[src/rtl/regfile_pkg.sv]
// Shared defaults and the write-buffer entry layout for the buffered register file.
// Latency: n/a (types and constants only).
// Backpressure: n/a.
package regfile_pkg;

  localparam int WIDTH_DEF = 64;
  localparam int NREGS_DEF = 16;
  localparam int DEPTH_DEF = 2;
  localparam int ADDR_W    = 4;

  // Register 15 is hardwired to zero: reads return 0, retires discard data.
  localparam logic [ADDR_W-1:0] ZERO_REG = 4'd15;

  // One pending write awaiting retirement into storage.
  typedef struct packed {
    logic                 valid;
    logic [ADDR_W-1:0]    addr;
    logic [WIDTH_DEF-1:0] data;
  } wr_entry_t;

endpackage

[src/rtl/mux16.sv]
// 16:1 read-select multiplexer over the storage registers.
// Latency: combinational.
// Backpressure: none.
module mux16 #(
  parameter int WIDTH = 64
) (
  input  logic [WIDTH-1:0] in_i [16],
  input  logic [3:0]       sel_i,
  output logic [WIDTH-1:0] out_o
);

  // Plain indexed select.
  always_comb begin
    out_o = in_i[sel_i];
  end

endmodule

[src/rtl/reg64.sv]
// Single storage register: loads d_i when en_i is high, cleared by async reset.
// Latency: one clock from en_i to q_o.
// Backpressure: none.
module reg64 #(
  parameter int WIDTH = 64
) (
  input  logic             clk_i,
  input  logic             rst_ni,
  input  logic             en_i,
  input  logic [WIDTH-1:0] d_i,
  output logic [WIDTH-1:0] q_o
);

  logic [WIDTH-1:0] val_q;

  // Hold value unless enabled; clear asynchronously on reset.
  always_ff @(posedge clk_i or negedge rst_ni) begin
    if (!rst_ni) begin
      val_q <= '0;
    end else if (en_i) begin
      val_q <= d_i;
    end
  end

  assign q_o = val_q;

endmodule

[src/rtl/regfile_wb.sv]
// Register file with a small in-order write buffer; pending writes forward to reads.
// Latency: accepted write visible on reads next cycle; storage updated on the retire edge.
// Backpressure: wr_ready drops when the buffer is full, regardless of commit_en.
module regfile_wb
  import regfile_pkg::*;
#(
  parameter int WIDTH = WIDTH_DEF,
  parameter int NREGS = NREGS_DEF,
  parameter int DEPTH = DEPTH_DEF
) (
  input  logic                         clk,
  input  logic                         reset_n,
  input  logic                         wr_valid,
  output logic                         wr_ready,
  input  logic [ADDR_W-1:0]            wr_addr,
  input  logic [WIDTH-1:0]             wr_data,
  input  logic                         commit_en,
  input  logic [ADDR_W-1:0]            rd_addr_a,
  input  logic [ADDR_W-1:0]            rd_addr_b,
  output logic [WIDTH-1:0]             rd_data_a,
  output logic [WIDTH-1:0]             rd_data_b,
  output logic [$clog2(DEPTH+1)-1:0]   pend_count
);

  localparam int PTR_W = (DEPTH > 1) ? $clog2(DEPTH) : 1;
  localparam int CNT_W = $clog2(DEPTH + 1);

  wr_entry_t        ent_q [DEPTH];
  logic [PTR_W-1:0] head_q, tail_q;
  logic [CNT_W-1:0] cnt_q;

  logic             accept, retire;
  logic [NREGS-1:0] we_d;
  logic [WIDTH-1:0] wdata_d;
  logic [WIDTH-1:0] store [NREGS];
  logic [WIDTH-1:0] stor_a, stor_b, fwd_a, fwd_b;
  logic [PTR_W-1:0] age_idx [DEPTH];

  function automatic logic [PTR_W-1:0] ptr_inc(input logic [PTR_W-1:0] p);
    return (p == PTR_W'(DEPTH - 1)) ? '0 : p + 1'b1;
  endfunction

  assign wr_ready   = (cnt_q < CNT_W'(DEPTH));
  assign accept     = wr_valid && wr_ready;
  assign retire     = commit_en && (cnt_q != '0);
  assign pend_count = cnt_q;

  // Buffer pointers, occupancy and entry contents; pending entries vanish on reset.
  always_ff @(posedge clk or negedge reset_n) begin
    if (!reset_n) begin
      head_q <= '0;
      tail_q <= '0;
      cnt_q  <= '0;
      for (int i = 0; i < DEPTH; i++) ent_q[i] <= '0;
    end else begin
      // Head and tail differ whenever both fire, so the two writes never collide.
      if (retire) begin
        ent_q[head_q].valid <= 1'b0;
        head_q              <= ptr_inc(head_q);
      end
      if (accept) begin
        ent_q[tail_q] <= '{valid: 1'b1, addr: wr_addr, data: WIDTH_DEF'(wr_data)};
        tail_q        <= ptr_inc(tail_q);
      end
      case ({accept, retire})
        2'b10:   cnt_q <= cnt_q + 1'b1;
        2'b01:   cnt_q <= cnt_q - 1'b1;
        default: cnt_q <= cnt_q;
      endcase
    end
  end

  // Retire enable: head entry goes to its register unless it targets the zero register.
  always_comb begin
    we_d    = '0;
    wdata_d = WIDTH'(ent_q[head_q].data);
    if (retire && (ent_q[head_q].addr != ZERO_REG)) begin
      we_d[ent_q[head_q].addr] = 1'b1;
    end
  end

  for (genvar g = 0; g < NREGS; g++) begin : g_reg
    reg64 #(.WIDTH(WIDTH)) u_reg (
      .clk_i  (clk),
      .rst_ni (reset_n),
      .en_i   (we_d[g]),
      .d_i    (wdata_d),
      .q_o    (store[g])
    );
  end

  mux16 #(.WIDTH(WIDTH)) u_mux_a (.in_i(store), .sel_i(rd_addr_a), .out_o(stor_a));
  mux16 #(.WIDTH(WIDTH)) u_mux_b (.in_i(store), .sel_i(rd_addr_b), .out_o(stor_b));

  // Buffer slots listed oldest first, starting at the head.
  always_comb begin
    for (int k = 0; k < DEPTH; k++) begin
      age_idx[k] = PTR_W'((int'(head_q) + k) % DEPTH);
    end
  end

  // Forwarding: walk oldest to youngest so the youngest match wins over storage.
  always_comb begin
    fwd_a = stor_a;
    fwd_b = stor_b;
    for (int k = 0; k < DEPTH; k++) begin
      if (ent_q[age_idx[k]].valid && (ent_q[age_idx[k]].addr == rd_addr_a))
        fwd_a = WIDTH'(ent_q[age_idx[k]].data);
      if (ent_q[age_idx[k]].valid && (ent_q[age_idx[k]].addr == rd_addr_b))
        fwd_b = WIDTH'(ent_q[age_idx[k]].data);
    end
    rd_data_a = (rd_addr_a == ZERO_REG) ? '0 : fwd_a;
    rd_data_b = (rd_addr_b == ZERO_REG) ? '0 : fwd_b;
  end

endmodule
[config.mk]
export PLATFORM = sky130hd
export DESIGN_NAME = regfile_wb
export DESIGN_NICKNAME = d
export VERILOG_FILES = /design/src/rtl/regfile_pkg.sv /design/src/rtl/mux16.sv /design/src/rtl/reg64.sv /design/src/rtl/regfile_wb.sv
export SDC_FILE = /design/constraint.sdc
export NUM_CORES = 2
export LEC_CHECK = 0
export CAP_MARGIN = 30
export CORE_ASPECT_RATIO = 1.4
export CORE_MARGIN = 3
export CORE_UTILIZATION = 45
export DETAILED_ROUTE_END_ITERATION = 10
export PLACE_DENSITY = 0.61
export SLEW_MARGIN = 15
export SYNTH_ARGS = -nofsm -noshare
export SYNTH_HDL_FRONTEND = slang
export SYNTH_SLANG_ARGS = --single-unit
[constraint.sdc]
create_clock -name clk -period 2.6 [get_ports clk]
set_input_delay 0.39 -clock clk [delete_from_list [all_inputs] [get_ports clk]]
set_output_delay 0.39 -clock clk [all_outputs]
set_load 0.03 [all_outputs]
==> metrics.txt <==
FMAX=267 MHz; Async S/R FF share, synth=100%; global-route wire length before repair=319,000 um; initial antenna violation count=7; Mapped Area=0.0619 mm2; H-tree depth=3; Post-synth EDFFs=0; port buffer count=210; final setup violation count=128; Net Count, Synth=6,022; Slew headroom=33.7%; Post-synth top cells=1,166 x dfrtp_1, 908 x nor2_1, 769 x a21oi_1; final net count=6,363; Clock Path Buffers=3; Synth Instances=5,941; # DRC=0; Pwr per Cell Area=1250 mW/mm2; Die W=319 um; CTS tree=yes; Rows=160; Clock Skew=24.0 ps; worst hold path type=input port to asynchronous set/reset pin; most frequent CP cell=buf_6; Global Route Usage Sum=29.4%; first-iteration detailed-routing DRC count=4,280; setup ws final=-1150 ps; Synth Flop Type=dfrtp_1; Hold Slack=225 ps; clock sink total=1,166; drt via density=6.07; Post-DP HPWL=141,000 um; CTS Buf Count=118; Antenna Nets Post-Route=0; Seq/Total Area, Yosys=47.1%; period utilization=144%; Layout Cells excl Fill=8,160; Syn. warnings=0; Critical Path RT=2210 ps; routed length per instance=26.4 um; count of final hold-check violations=0; crit path cell chain=buf_12 > buf_8 > mux2i_4 > buf_4 > buf_6 > xor2_1 > nand4_1 > buf_6 > buf_16 > buf_12 > buf_16 > buf_4 > a31oi_4 > buf_6; CP max stage delay=500 ps; DR vias=49.5k; max-cap viol count=0; most frequent cell after synthesis=dfrtp_1; worst r2r path cells=9; Distinct cells, synth=44; failing checks=negative setup slack; syn_area_per_cell=10.4 um2; RR Endpoint=g_reg[3].u_reg.q_o[13]; CP max FO=8; Worst VDD drop=0.874 mV; outcome=complete, but fails checks; Power Total=98.9 mW; largest net degree at the start of global routing=88; startpoint class of the critical path=flop; worst-margin pin slew=990 ps; die area=0.142 mm2; Die Height=445 um; io pins=211; Core Area=0.136 mm2; Worst R2R Setup Slack=130 ps; Initial Utilization=45.4%; R2R Path Start=head_q; area leader, netlist=dfrtp_1; final core occ=58.2%; Crit. End Element=primary output; Synth area leaders=dfrtp_1 47%, mux4_2 9.5%, mux2i_1 9.2%; arrival time worst endpoint=3360 ps; Slowest-stage cell, CP=dfrtp_4; clock latency on the worst-skew pair=750 ps; vias in the first global route=49.8k; share of layout cells above drive strength 1=28.5%; RSZ-0062 raised after global routing=yes; post-layout min period=3750 ps; number of synthesized register bits=1,166; Crit Path Category=flop to primary output; GRT Residual Overflow=0; Pleak=33.8 nW; DP Worst Slack=-866 ps; Inst Count DP=7,873; Placer Congestion=0.883; Worst-path clk slew=70 ps; first drt pass iteration count=6; Max Slew Vio Count=0; top-area cell type share of the netlist area=47.1%; Area growth, synth to finish=28.1%; WL final=215,000 um; root buffer cell=clkbuf_16
==> flip-flops by register name, summed over array words and instances (netlist names) <==
register and cells:
tail_q 1, pend_count 2, g.u_reg.q_o 1024, head_q 1, ent_q 138
==> layout make-up <==
| class | count | area, um2 |
|---|---|---|
| Fill cell | 11195 | 57000 |
| Multi-Input combinational cell | 4122 | 32700 |
| Sequential cell | 1166 | 29200 |
| Timing Repair Buffer | 870 | 10900 |
| Clock buffer | 160 | 3390 |
| Tap cell | 1782 | 2230 |
| Clock inverter | 55 | 771 |
| Inverter | 4 | 15.0 |
| Antenna cell | 1 | 2.50 |
==> where the power goes <==
| group | internal, mW | leakage, nW | switching (mW) | total, mW |
|---|---|---|---|---|
| Clock | 10.8 | 2.02 | 7.67 | 18.5 |
| Combinational | 22.4 | 17.6 | 24.6 | 47.0 |
| Sequential | 26.9 | 14.1 | 6.48 | 33.4 |
| Total | 60.1 | 33.8 | 38.8 | 98.9 |
==> critical path: cells and delay by family (launching register included) <==
kind	cells	cell delay, ps
xor+xnor	1	140
mux	1	180
flops	1	500
buf+inv	10	1460
compound gates	1	180
simple gates	1	140
==> worst max-delay path by stage <==
stage	start	end	slack (ps)	cells after the start
detailed placement	rd_addr_a[3]	rd_data_a[42]	-870	9
CTS	head_q	rd_data_a[29]	-1110	10
global placement	rd_addr_a[3]	rd_data_a[42]	-860	9
finish	head_q	rd_data_b[39]	-1150	14
global route	head_q	rd_data_b[52]	-1250	10
floorplan	rd_addr_b[2]	rd_data_b[53]	-10	9
==> repair_timing <==
item                                   CTS  global route
cloned                                   5            15
setup endpoints to repair              185           539
gates resized for setup                201           315
hold buffers                             1             0
endpoints found under the hold margin   55             0
pin swaps                               15            82
buffers inserted                        12            44
==> routing by layer <==
layer | vias up | GRT usage (%) | wire length, um
li1 | 22093 | - | -
met1 | 25049 | 39.8 | 88200
met2 | 1943 | 48.9 | 104000
met3 | 436 | 3.91 | 15300
met4 | 2 | 10.1 | 7920
met5 | - | 0 | 13
==> cell usage in the layout (no fill, tap or decap), types with 64 or more instances in the layout <==
cell,synthesis,layout
dfrtp_1,1166,1165
nand2_1,200,198
buf_4,45,380
buf_6,20,115
nand3_1,65,64
mux2i_1,572,568
a31oi_4,0,96
nor2_1,908,896
o21ai_1,82,84
nand2b_1,194,143
mux4_2,261,261
clkbuf_16,0,132
a22oi_1,252,252
buf_12,0,264
or3_4,0,68
mux2_2,200,200
clkdlybuf4s50_1,0,75
o21ai_0,241,170
a21oi_1,769,768
==> logic make-up after synthesis <==
family / share of synthesized area [%]
compound gates: 14.2
simple gates: 10.8
flops: 47.1
mux: 22.5
buf+inv: 5.02
xor+xnor: 0.325
fa+ha+maj: 0.0202
==> through the flow <==
stage	TNS (ps)	area (um2)
detailed placement	-67650	71900
CTS	-129640	77100
finish	-134000	79300
global placement	-65080	71900
floorplan	-22.3	63200
global route	-143670	79300
No activity file was read; power rests on OpenSTA's default activity.
